==> src/rtl/h8_mem.sv <==
// Unified 256x8 store for the hex8 core: instruction port, data port with MMIO
// output FIFO at 0xFE/0xFF, and a host byte loader that programs RAM while the core is held in reset.
module h8_mem (
    input  logic       i_clk,
    input  logic       i_rst_n,
    input  logic [7:0] i_imem_req_addr,
    input  logic       i_imem_req_valid,
    output logic [7:0] o_imem_rsp_data,
    input  logic [7:0] i_dmem_req_addr,
    input  logic [7:0] i_dmem_req_data,
    input  logic       i_dmem_req_write,
    input  logic       i_dmem_req_valid,
    output logic [7:0] o_dmem_rsp_data,
    output logic       o_core_rst,
    input  logic       i_load_start,
    input  logic       i_load_valid,
    input  logic [7:0] i_load_data,
    output logic       o_load_ready,
    input  logic       i_load_done,
    output logic       o_out_valid,
    output logic [7:0] o_out_data,
    input  logic       i_out_ready
);

    // state | meaning
    // LOAD  | core held in reset, loader bytes written to mem[ptr]
    // RUN   | core running, imem/dmem requests served
    typedef enum logic {LOAD = 1'b0, RUN = 1'b1} state_t;

    state_t     state;
    logic [7:0] ptr;
    logic [7:0] mem [0:255];

    logic [7:0] fifo_q [0:3];
    logic [1:0] rd_idx;
    logic [1:0] wr_idx;
    logic [2:0] level;
    logic       overflow;

    logic       run_req;
    logic       d_wr;
    logic       d_rd;
    logic       ram_wr;
    logic       push;
    logic       clr_ovf;
    logic       pop;
    logic       full;
    logic       push_ok;
    logic       load_acc;
    logic       mem_we;
    logic [7:0] mem_waddr;
    logic [7:0] mem_wdata;
    logic [7:0] status;

    // A load_start in RUN drops that cycle's core request: the next cycle is LOAD.
    assign run_req  = (state == RUN) && !i_load_start;
    assign d_wr     = run_req && i_dmem_req_valid && i_dmem_req_write;
    assign d_rd     = run_req && i_dmem_req_valid && !i_dmem_req_write;
    assign ram_wr   = d_wr && (i_dmem_req_addr < 8'hFE);
    assign push     = d_wr && (i_dmem_req_addr == 8'hFF);
    assign clr_ovf  = d_wr && (i_dmem_req_addr == 8'hFE);
    assign load_acc = (state == LOAD) && i_load_valid;

    assign o_out_valid = (level != 3'd0);
    assign o_out_data  = fifo_q[rd_idx];
    assign pop         = o_out_valid && i_out_ready;
    assign full        = (level == 3'd4);
    assign push_ok     = push && (!full || pop);
    assign status      = {overflow, 4'b0000, level};

    assign mem_we    = load_acc || ram_wr;
    assign mem_waddr = (state == LOAD) ? ptr : i_dmem_req_addr;
    assign mem_wdata = (state == LOAD) ? i_load_data : i_dmem_req_data;

    always_ff @(posedge i_clk) begin
        if (mem_we)
            mem[mem_waddr] <= mem_wdata;
    end

    always_ff @(posedge i_clk or negedge i_rst_n) begin
        if (!i_rst_n) begin
            state        <= LOAD;
            ptr          <= 8'h00;
            o_core_rst   <= 1'b1;
            o_load_ready <= 1'b1;
        end else begin
            case (state)
                LOAD: begin
                    if (i_load_start)
                        ptr <= 8'h00;
                    else if (i_load_valid)
                        ptr <= ptr + 8'd1;
                    if (i_load_done || (i_load_valid && !i_load_start && ptr == 8'hFF)) begin
                        state        <= RUN;
                        o_core_rst   <= 1'b0;
                        o_load_ready <= 1'b0;
                    end
                end
                RUN: begin
                    if (i_load_start) begin
                        state        <= LOAD;
                        ptr          <= 8'h00;
                        o_core_rst   <= 1'b1;
                        o_load_ready <= 1'b1;
                    end
                end
                default: begin
                    state <= LOAD;
                end
            endcase
        end
    end

    always_ff @(posedge i_clk or negedge i_rst_n) begin
        if (!i_rst_n) begin
            o_imem_rsp_data <= 8'h00;
            o_dmem_rsp_data <= 8'h00;
        end else if (!run_req) begin
            o_imem_rsp_data <= 8'h00;
            o_dmem_rsp_data <= 8'h00;
        end else begin
            // Same-cycle RAM write forwards to the instruction read.
            if (i_imem_req_valid) begin
                if (ram_wr && (i_dmem_req_addr == i_imem_req_addr))
                    o_imem_rsp_data <= i_dmem_req_data;
                else
                    o_imem_rsp_data <= mem[i_imem_req_addr];
            end
            if (d_rd) begin
                case (i_dmem_req_addr)
                    8'hFE:   o_dmem_rsp_data <= status;
                    8'hFF:   o_dmem_rsp_data <= 8'h00;
                    default: o_dmem_rsp_data <= mem[i_dmem_req_addr];
                endcase
            end
        end
    end

    always_ff @(posedge i_clk or negedge i_rst_n) begin
        if (!i_rst_n) begin
            for (int i = 0; i < 4; i++)
                fifo_q[i] <= 8'h00;
            rd_idx   <= 2'd0;
            wr_idx   <= 2'd0;
            level    <= 3'd0;
            overflow <= 1'b0;
        end else begin
            if (pop)
                rd_idx <= rd_idx + 2'd1;
            if (push_ok) begin
                fifo_q[wr_idx] <= i_dmem_req_data;
                wr_idx         <= wr_idx + 2'd1;
            end
            level <= level + {2'b00, push_ok} - {2'b00, pop};
            if (push && full && !pop)
                overflow <= 1'b1;
            else if (clr_ovf)
                overflow <= 1'b0;
        end
    end

endmodule

==> config.mk <==
export PLATFORM = sky130hd
export DESIGN_NAME = h8_mem
export DESIGN_NICKNAME = d
export VERILOG_FILES = /design/src/rtl/h8_mem.sv
export SDC_FILE = /design/constraint.sdc
export NUM_CORES = 2
export LEC_CHECK = 0
export CAP_MARGIN = 20
export CORE_MARGIN = 5
export CORE_UTILIZATION = 48
export CTS_CLUSTER_SIZE = 25
export DETAILED_ROUTE_END_ITERATION = 7
export RECOVER_POWER = 25
export SLEW_MARGIN = 20
export SYNTH_ARGS = -nofsm -noshare
export SYNTH_HDL_FRONTEND = slang
export SYNTH_SLANG_ARGS = --single-unit
==> constraint.sdc <==
create_clock -name i_clk -period 5.3 [get_ports i_clk]
set_clock_uncertainty 0.05 [all_clocks]
set_input_delay 0.53 -clock i_clk [delete_from_list [all_inputs] [get_ports i_clk]]
set_output_delay 0.53 -clock i_clk [all_outputs]
set_load 0.02 [all_outputs]
==> key figures <==
Power
  – Switch share: roughly a quarter
  – Sequential Power Share: a little under 50%
  – Net Sw Power: 9.51 mW
  – Clk pwr share: a little over two fifths
  – Leak: between 30 and 40 nW
  – Combinational share of power: between 10% and 20%
  – Internal: between 20 and 30 mW
  – Pwr Density: 344 mW/mm^2
  – Worst VDD drop: 379 uV

Critical path
  – Worst Reg-to-Reg Cells: 3
  – Crit path DAT: 5.24 ns
  – CP startpoint kind: input pin
  – CP Class: input pin to register
  – CP Max Fanout: 13
  – Critical path data required time: 6.00 ns
  – Kind of end point of the critical path: register

Synth
  – Yosys warnings: 0
  – Synth Flop Type: edfxtp_1
  – #FFs+latches synth: 2,114
  – Netlist cell types: 89
  – Post-Syn Instances: 5,508
  – Syn Nets: around 5,600
  – Post-synthesis sequential area ratio: a little over three fifths
  – Mapped Area: 0.100 mm^2
  – Synthesized area per cell: 18.2 um^2
  – EDFF count, synth: 2,048
  – Async set-reset flop share out of synthesis: 3.12%

Detailed routing
  – Vias: 62,000
  – Initial DRC Count: 9,498
  – Drt total wl: 353,000 um
  – Vias per inst: approximately 7
  – Avg WL per Cell: 39.9 um
  – Drt pass-1 iters: 6
  – DRT antenna net count: 0
  – DRC viols: 0

Clock network
  – Reg clk slew, reported paths: 0.06 ns
  – Root buf cell: clkbuf_16
  – Post-CTS sizing: 0
  – Max Buffers Root-to-Sink: 3
  – Total CTS buffers: 219
  – H-tree levels: 4
  – CTS tree: built
  – Latest clock arrival within the worst-skew pair: around 0.9 ns
  – TritonCTS sink count: around 2,100

Status
  – Outcome: complete, but fails checks
  – Failing checks: capacitance limit, slew limit

Floorplan
  – DIE AREA: 0.218 mm^2
  – Starting Density: 48.4%
  – I/O pins: a little under 70
  – Core Region: 0.207 mm^2
  – Chip Width: 467 um
  – # rows: 167
  – Die Y: 467 um

Timing
  – Setup_tns: 0 ns
  – Final min period: 4.55 ns
  – Final period utilization: 85.8%
  – Worst slew pin tran: 3.04 ns
  – RSZ-0062 raised after global routing: no
  – Slew Limit Fails: 658
  – Setup violations, final: 0
  – Hold_ws: 0.310 ns
  – Hold Vio Cnt, Final: 0
  – F_max: 220 MHz
  – Max-Slew Margin vs Limit: -102%

GRT
  – Pin count of the biggest net entering global routing: 135
  – First-pass GRT wire length: 489,000 um
  – Total track usage: 32.1%
  – Antenna violations before repair: 21
  – Vias in the first global route: slightly above 60,000
  – GRT overflow: 0

Placement
  – IO buf count: 67
  – Post-DP HPWL: 240,000 um
  – Routability congestion estimate: just under 1

Final layout
  – Nets: 5,902
  – Most common cell after layout, fill and taps aside: edfxtp_1
  – Share of cells above drive strength 1: 30.5%
  – Area added between synthesis and finish: 13.2%
  – Most frequent cells in the layout: edfxtp_1 (2,048), mux4_2 (842), buf_4 (456)

Hold path
  – Hold WC Path Type: input pin to async pin

Job
  – # Max-Cap Violations: 7
-- flip-flops by register name, summed over array words and instances, names as in the netlist --
| name | cells |
|---|---|
| fifo_q | 32 |
| level | 3 |
| mem | 2048 |
| o_dmem_rsp_data | 8 |
| o_imem_rsp_data | 8 |
| o_load_ready | 1 |
| overflow | 1 |
| ptr | 8 |
| rd_idx | 2 |
| state | 1 |
| wr_idx | 2 |
-- synthesized netlist by cell type, types with 15 or more instances --
cell	instances	share of area, %
a221oi_1	15	0.13
a22oi_1	138	1.0
mux2i_1	375	3.7
edfxtp_1	2048	61
nor2_1	351	1.3
a211oi_1	49	0.37
a21oi_1	131	0.65
nor2b_1	36	0.22
nand3_1	59	0.29
buf_6	80	0.90
mux4_1	37	0.97
o22ai_1	88	0.55
buf_1	35	0.13
o211ai_1	15	0.11
mux4_2	842	19
buf_2	104	0.52
dfrtp_1	65	1.6
nor4_1	16	0.10
buf_4	58	0.43
buf_8	15	0.22
o221ai_1	109	0.95
a31oi_1	19	0.12
mux2_2	106	1.2
o21ai_0	47	0.23
clkbuf_1	134	0.50
nand2_1	209	0.78
nor3_1	49	0.24
-- per-stage QoR --
stage / util, % / power, mW / setup WS, ns / std cells / instance area [um^2]
2_1_floorplan: - / 21.4 / 1.59 / 5508 / 100000
3_3_place_gp: 51.1 / 23.0 / 0.315 / 8419 / 106000
3_5_place_dp: 51.1 / 23.0 / 0.708 / 8419 / 106000
4_1_cts: 54.8 / 39.1 / 1.40 / 8838 / 114000
5_1_grt: 54.7 / 40.0 / 0.735 / 8842 / 114000
6_report: 54.7 / 39.1 / 0.751 / 8848 / 114000
-- final timing paths --
| kind | startpoint | endpoint | slack, ns |
|---|---|---|---|
| max | i_dmem_req_addr[4] | fifo_q[16] | 0.75 |
| min | i_rst_n | fifo_q[19] | 0.31 |
| max reg2reg | state | mem[181][6] | 0.81 |
| min reg2reg | fifo_q[9] | fifo_q[9] | 0.45 |
| max in group asynchronous | i_rst_n | ptr[0] | 4.23 |
| min in group i_clk | i_load_start | ptr[3] | 0.41 |
-- critical path, cell delays in order --
cell,delay (ns)
dlygate4sd3_1,0.70
and2_0,0.28
clkbuf_1,0.98
nand4_1,0.19
nor3_1,1.40
nand2_1,0.67
mux2_2,0.46
-- what timing repair did --
item,4_1_cts,5_1_grt
buffers inserted,0,0
endpoints found under the hold margin,65,0
hold buffers,1,0
-- power groups by stage --
stage / Combinational (mW) / Sequential [mW] / Clock, mW
2_1_floorplan: 2.19 / 19.2 / 0
3_3_place_gp: 3.79 / 19.2 / 0
3_5_place_dp: 3.82 / 19.2 / 0
4_1_cts: 3.83 / 18.9 / 16.4
5_1_grt: 3.99 / 18.9 / 17.1
6_report: 3.89 / 18.9 / 16.3
-- final cells by class --
type / count / area (um^2)
clock buffer: 264 / 5780
clock inverter: 154 / 1800
timing repair buffer: 567 / 4990
tap: 2788 / 3490
antenna: 10 / 25.0
sequential: 2114 / 63200
multi-input combinational: 2938 / 34300
inverter: 13 / 57.6
fill: 16100 / 93900
-- layer usage --
metal | global-route usage [%] | share of wire [%]
met2 | 47.2 | 44
met5 | 0.198 | 0.039
met4 | 16.0 | 6.1
met1 | 43.5 | 37
met3 | 10.4 | 13
-- logic make-up after synthesis --
logic type / Yosys count / share of synthesized area, %
buffers and inverters: 456 / 3.01
AO/OA/AOI/OAI: 715 / 5.06
flip-flops: 2114 / 62.9
adder cells (fa/ha/maj): 8 / 0.107
AND/OR/NAND/NOR: 830 / 3.76
XOR/XNOR: 19 / 0.166
multiplexers: 1366 / 24.9
No activity file was read; power rests on OpenSTA's default activity.
